## src/rtl/ledger_arbiter_if.sv

```systemverilog
// Terminal request/response and external balance-RAM signals of ledger_arbiter.
// The slave modport is the arbiter's view; master is the terminals-plus-RAM side.
interface ledger_arbiter_if;
  logic [1:0]  req_i;
  logic [3:0]  op_i;
  logic [7:0]  index_i;
  logic [7:0]  dest_index_i;
  logic [15:0] amount_i;
  logic [1:0]  done_o;
  logic [1:0]  err_code_o;
  logic [7:0]  balance_value_o;
  logic [3:0]  ram_addr_o;
  logic        ram_we_o;
  logic [7:0]  ram_wdata_o;
  logic [7:0]  ram_rdata_i;
  logic [15:0] txn_count_o;

  modport slave (
    input  req_i, op_i, index_i, dest_index_i, amount_i, ram_rdata_i,
    output done_o, err_code_o, balance_value_o, ram_addr_o, ram_we_o, ram_wdata_o,
           txn_count_o
  );

  modport master (
    output req_i, op_i, index_i, dest_index_i, amount_i, ram_rdata_i,
    input  done_o, err_code_o, balance_value_o, ram_addr_o, ram_we_o, ram_wdata_o,
           txn_count_o
  );
endinterface

```

## src/rtl/ledger_arbiter.sv

```systemverilog
// Two-terminal round-robin arbiter running show/withdraw/deposit/transfer against a 10x8 RAM.
// Define LEDGER_AUDIT_EN to build the committed-transaction counter on txn_count_o.
module ledger_arbiter (
  input  logic            clk,
  input  logic            rst_n,
  ledger_arbiter_if.slave bus
);

  typedef enum logic [2:0] {
    IDLE, RD_SRC, CHK_SRC, RD_DST, CHK_DST, WR_SRC, WR_DST, DONE
  } state_e;

  typedef enum logic [1:0] {
    OP_SHOW     = 2'b00,
    OP_WITHDRAW = 2'b01,
    OP_DEPOSIT  = 2'b10,
    OP_TRANSFER = 2'b11
  } op_e;

  typedef enum logic [1:0] {
    ERR_OK       = 2'b00,
    ERR_BAD_ID   = 2'b01,
    ERR_BALANCE  = 2'b10,
    ERR_TRANSFER = 2'b11
  } err_e;

  typedef struct packed {
    op_e        op;
    logic [3:0] src;
    logic [3:0] dst;
    logic [7:0] amt;
  } txn_t;

  localparam logic [3:0] MAX_ID = 4'd9;

  state_e     state_q, state_d;
  txn_t       txn_q, txn_d;
  logic       gnt_q, gnt_d;          // owner of the current transaction, and last winner
  logic [7:0] src_bal_q, src_bal_d;  // source balance S as read
  logic [7:0] src_new_q, src_new_d;
  logic [7:0] dst_new_q, dst_new_d;
  err_e       err_q, err_d;
  logic [7:0] bal_q, bal_d;

  logic       pick;
  txn_t       cand;
  logic       cand_bad;
  logic [8:0] credit_sum;

  logic [1:0] done;
  logic [3:0] ram_addr;
  logic       ram_we;
  logic [7:0] ram_wdata;

  // NOTE: every signal written in always_comb gets a default first, so no path can infer a latch.
  always_comb begin
    pick = 1'b0;
    case (bus.req_i)
      2'b01:   pick = 1'b0;
      2'b10:   pick = 1'b1;
      2'b11:   pick = ~gnt_q;
      default: pick = 1'b0;
    endcase
    cand.op  = op_e'(bus.op_i[{pick, 1'b0} +: 2]);
    cand.src = bus.index_i[{pick, 2'b00} +: 4];
    cand.dst = bus.dest_index_i[{pick, 2'b00} +: 4];
    cand.amt = bus.amount_i[{pick, 3'b000} +: 8];
    cand_bad = (cand.src > MAX_ID) || ((cand.op == OP_TRANSFER) && (cand.dst > MAX_ID));
  end

  // Used for the deposit source check and the transfer destination check alike.
  assign credit_sum = {1'b0, bus.ram_rdata_i} + {1'b0, txn_q.amt};

  always_comb begin
    state_d   = state_q;
    txn_d     = txn_q;
    gnt_d     = gnt_q;
    src_bal_d = src_bal_q;
    src_new_d = src_new_q;
    dst_new_d = dst_new_q;
    err_d     = err_q;
    bal_d     = bal_q;
    done      = 2'b00;
    ram_addr  = 4'd0;
    ram_we    = 1'b0;
    ram_wdata = 8'd0;

    case (state_q)
      IDLE: begin
        if (|bus.req_i) begin
          gnt_d = pick;
          txn_d = cand;
          if (cand_bad) begin
            err_d   = ERR_BAD_ID;
            bal_d   = 8'd0;
            state_d = DONE;
          end else begin
            state_d = RD_SRC;
          end
        end
      end

      RD_SRC: begin
        ram_addr = txn_q.src;
        state_d  = CHK_SRC;
      end

      CHK_SRC: begin
        src_bal_d = bus.ram_rdata_i;
        case (txn_q.op)
          OP_SHOW: begin
            err_d   = ERR_OK;
            bal_d   = bus.ram_rdata_i;
            state_d = DONE;
          end
          OP_WITHDRAW: begin
            if (txn_q.amt > bus.ram_rdata_i) begin
              err_d   = ERR_BALANCE;
              bal_d   = bus.ram_rdata_i;
              state_d = DONE;
            end else begin
              src_new_d = bus.ram_rdata_i - txn_q.amt;
              state_d   = WR_SRC;
            end
          end
          OP_DEPOSIT: begin
            if (credit_sum[8]) begin
              err_d   = ERR_BALANCE;
              bal_d   = bus.ram_rdata_i;
              state_d = DONE;
            end else begin
              src_new_d = credit_sum[7:0];
              state_d   = WR_SRC;
            end
          end
          OP_TRANSFER: begin
            if (txn_q.dst == txn_q.src) begin
              err_d   = ERR_TRANSFER;
              bal_d   = bus.ram_rdata_i;
              state_d = DONE;
            end else if (txn_q.amt > bus.ram_rdata_i) begin
              err_d   = ERR_BALANCE;
              bal_d   = bus.ram_rdata_i;
              state_d = DONE;
            end else begin
              src_new_d = bus.ram_rdata_i - txn_q.amt;
              state_d   = RD_DST;
            end
          end
          default: state_d = DONE;
        endcase
      end

      RD_DST: begin
        ram_addr = txn_q.dst;
        state_d  = CHK_DST;
      end

      // Nothing has been written yet, so an overflowing credit aborts the whole transfer.
      CHK_DST: begin
        if (credit_sum[8]) begin
          err_d   = ERR_TRANSFER;
          bal_d   = src_bal_q;
          state_d = DONE;
        end else begin
          dst_new_d = credit_sum[7:0];
          state_d   = WR_SRC;
        end
      end

      WR_SRC: begin
        ram_we    = 1'b1;
        ram_addr  = txn_q.src;
        ram_wdata = src_new_q;
        if (txn_q.op == OP_TRANSFER) begin
          state_d = WR_DST;
        end else begin
          err_d   = ERR_OK;
          bal_d   = src_new_q;
          state_d = DONE;
        end
      end

      WR_DST: begin
        ram_we    = 1'b1;
        ram_addr  = txn_q.dst;
        ram_wdata = dst_new_q;
        err_d     = ERR_OK;
        bal_d     = src_new_q;
        state_d   = DONE;
      end

      DONE: begin
        done[gnt_q] = 1'b1;
        state_d     = IDLE;
      end

      default: state_d = IDLE;
    endcase
  end

  // NOTE: sequential state uses non-blocking assignments so every register samples pre-edge values.
  always_ff @(posedge clk or negedge rst_n) begin
    if (!rst_n) begin
      state_q   <= IDLE;
      txn_q     <= '0;
      gnt_q     <= 1'b1;
      src_bal_q <= 8'd0;
      src_new_q <= 8'd0;
      dst_new_q <= 8'd0;
      err_q     <= ERR_OK;
      bal_q     <= 8'd0;
    end else begin
      state_q   <= state_d;
      txn_q     <= txn_d;
      gnt_q     <= gnt_d;
      src_bal_q <= src_bal_d;
      src_new_q <= src_new_d;
      dst_new_q <= dst_new_d;
      err_q     <= err_d;
      bal_q     <= bal_d;
    end
  end

  // Done and the RAM strobes decode the state register, so reset silences them at once.
  assign bus.done_o          = done;
  assign bus.ram_addr_o      = ram_addr;
  assign bus.ram_we_o        = ram_we;
  assign bus.ram_wdata_o     = ram_wdata;
  assign bus.err_code_o      = err_q;
  assign bus.balance_value_o = bal_q;

`ifdef LEDGER_AUDIT_EN
  logic        wrote_q;
  logic [15:0] txn_cnt_q;

  always_ff @(posedge clk or negedge rst_n) begin
    if (!rst_n) begin
      wrote_q   <= 1'b0;
      txn_cnt_q <= 16'd0;
    end else begin
      if (state_q == WR_SRC) begin
        wrote_q <= 1'b1;
      end else if (state_q == IDLE) begin
        wrote_q <= 1'b0;
      end
      if ((state_q == DONE) && wrote_q) begin
        txn_cnt_q <= txn_cnt_q + 16'd1;
      end
    end
  end

  assign bus.txn_count_o = txn_cnt_q;
`else
  assign bus.txn_count_o = 16'd0;
`endif

endmodule

```

## src/flat_wrapper.sv

```systemverilog
// flat-port wrapper written by rule: the top's interface ports become plain ports
module ledger_arbiter_flat 
  (clk, rst_n, bus_req_i, bus_op_i, bus_index_i, bus_dest_index_i, bus_amount_i, bus_ram_rdata_i, bus_done_o, bus_err_code_o, bus_balance_value_o, bus_ram_addr_o, bus_ram_we_o, bus_ram_wdata_o, bus_txn_count_o);
  ledger_arbiter_if bus_i ();
  input  logic clk;
  input  logic rst_n;
  input wire logic [$bits(bus_i.req_i)-1:0] bus_req_i;
  input wire logic [$bits(bus_i.op_i)-1:0] bus_op_i;
  input wire logic [$bits(bus_i.index_i)-1:0] bus_index_i;
  input wire logic [$bits(bus_i.dest_index_i)-1:0] bus_dest_index_i;
  input wire logic [$bits(bus_i.amount_i)-1:0] bus_amount_i;
  input wire logic [$bits(bus_i.ram_rdata_i)-1:0] bus_ram_rdata_i;
  output wire logic [$bits(bus_i.done_o)-1:0] bus_done_o;
  output wire logic [$bits(bus_i.err_code_o)-1:0] bus_err_code_o;
  output wire logic [$bits(bus_i.balance_value_o)-1:0] bus_balance_value_o;
  output wire logic [$bits(bus_i.ram_addr_o)-1:0] bus_ram_addr_o;
  output wire logic [$bits(bus_i.ram_we_o)-1:0] bus_ram_we_o;
  output wire logic [$bits(bus_i.ram_wdata_o)-1:0] bus_ram_wdata_o;
  output wire logic [$bits(bus_i.txn_count_o)-1:0] bus_txn_count_o;
  assign bus_i.req_i = bus_req_i;
  assign bus_i.op_i = bus_op_i;
  assign bus_i.index_i = bus_index_i;
  assign bus_i.dest_index_i = bus_dest_index_i;
  assign bus_i.amount_i = bus_amount_i;
  assign bus_i.ram_rdata_i = bus_ram_rdata_i;
  assign bus_done_o = bus_i.done_o;
  assign bus_err_code_o = bus_i.err_code_o;
  assign bus_balance_value_o = bus_i.balance_value_o;
  assign bus_ram_addr_o = bus_i.ram_addr_o;
  assign bus_ram_we_o = bus_i.ram_we_o;
  assign bus_ram_wdata_o = bus_i.ram_wdata_o;
  assign bus_txn_count_o = bus_i.txn_count_o;
  ledger_arbiter u_core (.clk(clk), .rst_n(rst_n), .bus(bus_i));
endmodule
```

## config.mk

```make
export PLATFORM = sky130hd
export DESIGN_NAME = ledger_arbiter_flat
export DESIGN_NICKNAME = d
export VERILOG_FILES = /design/src/rtl/ledger_arbiter_if.sv /design/src/rtl/ledger_arbiter.sv /design/src/flat_wrapper.sv
export SDC_FILE = /design/constraint.sdc
export NUM_CORES = 1
export LEC_CHECK = 0
export ABC_AREA = 1
export CELL_PAD_IN_SITES_DETAIL_PLACEMENT = 0
export CELL_PAD_IN_SITES_GLOBAL_PLACEMENT = 1
export CORE_ASPECT_RATIO = 0.7
export CORE_MARGIN = 2
export CORE_UTILIZATION = 40
export CTS_CLUSTER_DIAMETER = 80
export DETAILED_ROUTE_END_ITERATION = 6
export DONT_BUFFER_PORTS = 1
export GPL_TIMING_DRIVEN = 0
export PLACE_DENSITY_LB_ADDON = 0.1
export SLEW_MARGIN = 10
export SYNTH_ARGS = -nofsm -noshare
export SYNTH_HDL_FRONTEND = slang
export SYNTH_SLANG_ARGS = --single-unit
```

## constraint.sdc

```tcl
create_clock -name clk -period 2.31 [get_ports clk]
set_clock_uncertainty 0.1 [all_clocks]
set_input_delay 0.462 -clock clk [delete_from_list [all_inputs] [get_ports clk]]
set_output_delay 0.462 -clock clk [all_outputs]
set_load 0.02 [all_outputs]
```

==> flow_summary.json, run 1 <==
{
  "core_area_um2": 10240,
  "placed_cells": 727,
  "h-tree-depth": 2,
  "num_vias": 3821,
  "synth_top_area_cell": "dfrtp_1",
  "syn_area_per_cell_um2": 7.205,
  "endpoint_kind": "register",
  "initial_core_util": 0.4081,
  "synth_seq_area_share": 0.3356,
  "synth-edff-count": 0,
  "dpl_cell_area_um2": 4400,
  "synth_area_leaders": "dfrtp_1, nand2_1, inv_1",
  "arrival_ns": 2.34,
  "syn_to_final_growth_pct": 16.74,
  "grt_antenna_before_repair": 0,
  "yosys.area_share.simple": 0.2928,
  "ys.flop_type": "dfrtp_1",
  "setup_viol": 0,
  "ys_warn_count": 0,
  "grt_max_degree": 57,
  "grt-ovfl-total": 0,
  "fin_nets": 681,
  "routed_via_density": 5.108,
  "cts_inserted_buffers": 5,
  "drive_gt1_frac": 0.2208,
  "synthXorXnorAreaFrac": 0.01467,
  "clkPwrFrac": 0.112,
  "drt_iter0_drc": 242,
  "die_x_um": 126.2,
  "cp_cell_sequence": "ha_4 > inv_2 > fa_2 > nand3b_1 > nand2_2 > nand4_4 > nand3_2 > a21oi_4 > buf_4 > o211ai_1 > nand2_1",
  "cts_buffer_depth": 2,
  "dr.pass1.iters": 4,
  "worstHoldStart": "bus_ram_rdata_i[3]",
  "crit_fanout": 5,
  "hold_class": "in -> reg",
  "synth_compound_area_frac": 0.1713,
  "instances_no_fill": 748,
  "worstSkewPairLatency_ns": 0.30,
  "rsz0062_at_grt": "yes",
  "synthArstFlopShare": 1.000,
  "fmax_mhz": 444.0,
  "track_usage": 0.2190,
  "root_buffer": "clkbuf_16",
  "synth_top_area_frac": 0.3293,
  "netlist_instances": 580,
  "cts.sinks": 56,
  "finalCritPeriodShare": 0.9750,
  "dieArea_um2": 11290,
  "crit_path_end": "u_core.src_new_q[2]$_DFFE_PN0P_",
  "synth_area_um2": 4179,
  "synth_cell_type_count": 44,
  "final_antenna_net_count": 0,
  "timing.final.ws_setup_ns": 0.05775,
  "die_y_um": 89.52,
  "hpwl_mm": 9.487,
  "place_ws_ns": -0.4052,
  "startpoint_type": "register",
  "peakVddDrop_uv": 507.2,
  "cpPeakStageDelay_ns": 0.46,
  "r2r_end": "u_core.src_new_q[2]$_DFFE_PN0P_",
  "wl_mm": 12.27,
  "utilization": 0.4764,
  "cp.required_ns": 2.40,
  "synthAdderAreaFrac": 0.05749,
  "status": "complete, no violations",
  "startpoint": "u_core.txn_q[0]$_DFFE_PN0P_",
  "synth_top_family_by_area": "simple AND/OR/NAND/NOR gates",
  "tightest_slew_ns": 0.5385,
  "drc": 0,
  "r2r-start": "u_core.txn_q[0]$_DFFE_PN0P_",
  "combPwrFrac": 0.624,
  "numPortBuffers": 0,
  "tns_ns": 0,
  "powerDensity_nw_per_um2": 1463,
  "ios": 89,
  "diodes": 0,
  "crit_type": "reg -> reg",
  "design_area_um2": 4878,
  "drv_slew": 0,
  "ff2ff_path_depth": 11,
  "final_hold_viol_count": 0,
  "grt_pass1_vias": 3446,
  "clkTransAtPathRegs_ns": 0.08,
  "crit_slowest_cell": "dfrtp_2",
  "grt_pass1_wl_mm": 19.02,
  "gp_congestion": 0.8729,
  "p_seq_frac": 0.264,
  "worst-r2r-setup-slack_ns": 0.06,
  "period_needed_ns": 2.252,
  "placementRows": 31,
  "slew_headroom": 0.6410,
  "wl_per_cell_um": 16.41,
  "power.leakage_nw": 2.462,
  "p_sw_mw": 3.730,
  "synthMuxAreaShare": 0,
  "tritoncts": "built",
  "synth-seq-cells": 56,
  "sw_frac_of_total": 0.5225,
  "p_int_mw": 3.409,
  "cap_viol_max_count": 0
}
==> timing repair <==
action	in CTS	in global routing
resized for setup	26	37
endpoints found under the hold margin	56	0
endpoints found under the setup margin	36	37
pin swaps	6	13
hold buffers	2	0
gates cloned	1	1
setup buffers	7	4
==> layout make-up <==
cell class	instances	area, um^2
inverters	81	311.5
flip-flops and latches	56	1404
multi-input cells	428	2504
plain buffers	30	216.5
clock buffers	5	125.1
repair buffers	13	131.4
well taps	132	165.2
fillers	1066	5361
clock inverters	3	21.27
==> stage by stage <==
step	hold WS, ns	power [mW]
after floorplan	0.06641	4.822
after global placement	0.06867	5.690
after detailed placement	0.06842	5.752
after CTS	0.1985	6.901
after global routing	0.2123	7.760
final	0.2005	7.139
==> cells by family (layout without fill, tap and decap cells) <==
logic type | Yosys count | after routing
simple gates | 265 | 266
compound gates | 120 | 121
buf+inv | 113 | 132
flops | 56 | 56
fa+ha+maj | 18 | 18
xor+xnor | 7 | 7
other cells | 1 | 16
==> power by group through the flow <==
stage                     Clock, mW  Sequential (mW)  Combinational [mW]
after floorplan                   0             1.77                3.05
final                         0.801             1.89                4.45
after CTS                     0.818             1.87                4.21
after global placement            0             1.87                3.82
after detailed placement          0             1.88                3.87
after global routing          0.852             1.94                4.97
==> how the worst min path moves through the flow <==
stage                                                            to  slack, ns  cells past startpoint
after floorplan           u_core.bus.balance_value_o[0]$_DFFE_PN0P_       0.07                      0
after global placement              u_core.src_bal_q[3]$_DFFE_PN0P_       0.07                      0
after detailed placement            u_core.src_bal_q[3]$_DFFE_PN0P_       0.07                      0
after CTS                           u_core.src_bal_q[3]$_DFFE_PN0P_       0.20                      2
after global routing                u_core.src_bal_q[3]$_DFFE_PN0P_       0.21                      2
final                               u_core.src_bal_q[3]$_DFFE_PN0P_       0.20                      2
==> state kept, by name, summed over array words and instances (netlist names) <==
name                        count
u_core.txn_q                   18
u_core.bus.balance_value_o      8
u_core.dst_new_q                8
u_core.src_bal_q                8
u_core.src_new_q                8
u_core.state_q                  3
u_core.bus.err_code_o           2
u_core.gnt_q                    1
==> worst max-delay path, delay by kind of cell, from the launching register on <==
family	cells	cell delay [ns]
AOI/OAI and AO/OA	2	0.19
buffers and inverters	2	0.21
and+or+nand+nor	5	0.67
adders and majority gates	2	0.51
DFF	1	0.46
==> cell usage in the layout (no fill, tap or decap), types with 6 or more instances in the layout <==
cell      netlist  layout
conb_1          1      16
buf_4          19      26
o22ai_1        17      11
nand3_1        23      21
nor2_1         27      26
a22oi_1         6       6
xor2_1          6       6
o21ai_2         2       7
o21ai_1        14      19
inv_1          68      63
dfrtp_1        55      54
a21oi_1        16      12
o21ai_0        49      39
o22ai_2         0       6
ha_1           16      12
nand2_2        19      22
buf_6           2       6
inv_2          10      14
clkbuf_1        6       6
nand2_1       172     166
==> per-layer routing <==
layer  global-route usage  vias to the layer above  routed length, um  share of wire
met2               0.3157                      108               5069           0.41
met3              0.04548                        6                704          0.057
met5                    0                        -                  0              0
met1               0.3370                     1790               6434           0.52
li1                     -                     1917                  -              -
met4              0.04296                        0                 63         0.0051
==> cell usage after synthesis (4+ instances only) <==
| cell | count |
|---|---|
| nand2_1 | 172 |
| inv_1 | 68 |
| dfrtp_1 | 55 |
| o21ai_0 | 49 |
| nor2_1 | 27 |
| nand3_1 | 23 |
| buf_4 | 19 |
| nand2_2 | 19 |
| o22ai_1 | 17 |
| a21oi_1 | 16 |
| ha_1 | 16 |
| o21ai_1 | 14 |
| inv_2 | 10 |
| a22oi_1 | 6 |
| clkbuf_1 | 6 |
| xor2_1 | 6 |
| a31oi_1 | 5 |
| buf_2 | 4 |
| nand3_2 | 4 |
| nand3b_1 | 4 |
| nand4_1 | 4 |
Power figures use the tool's default switching activity.
==> run 2, diff against run 1 <==
--- a/config.mk
+++ b/config.mk
@@ -11,12 +11,11 @@
 export CORE_ASPECT_RATIO = 0.7
 export CORE_MARGIN = 2
 export CORE_UTILIZATION = 40
-export CTS_CLUSTER_DIAMETER = 80
+export CTS_CLUSTER_DIAMETER = 30
 export DETAILED_ROUTE_END_ITERATION = 6
 export DONT_BUFFER_PORTS = 1
 export GPL_TIMING_DRIVEN = 0
 export PLACE_DENSITY_LB_ADDON = 0.1
-export SLEW_MARGIN = 10
 export SYNTH_ARGS = -nofsm -noshare
 export SYNTH_HDL_FRONTEND = slang
 export SYNTH_SLANG_ARGS = --single-unit
==> results of run 2 <==
No change in the layout: final DEF, timing and power equal those of run 1.
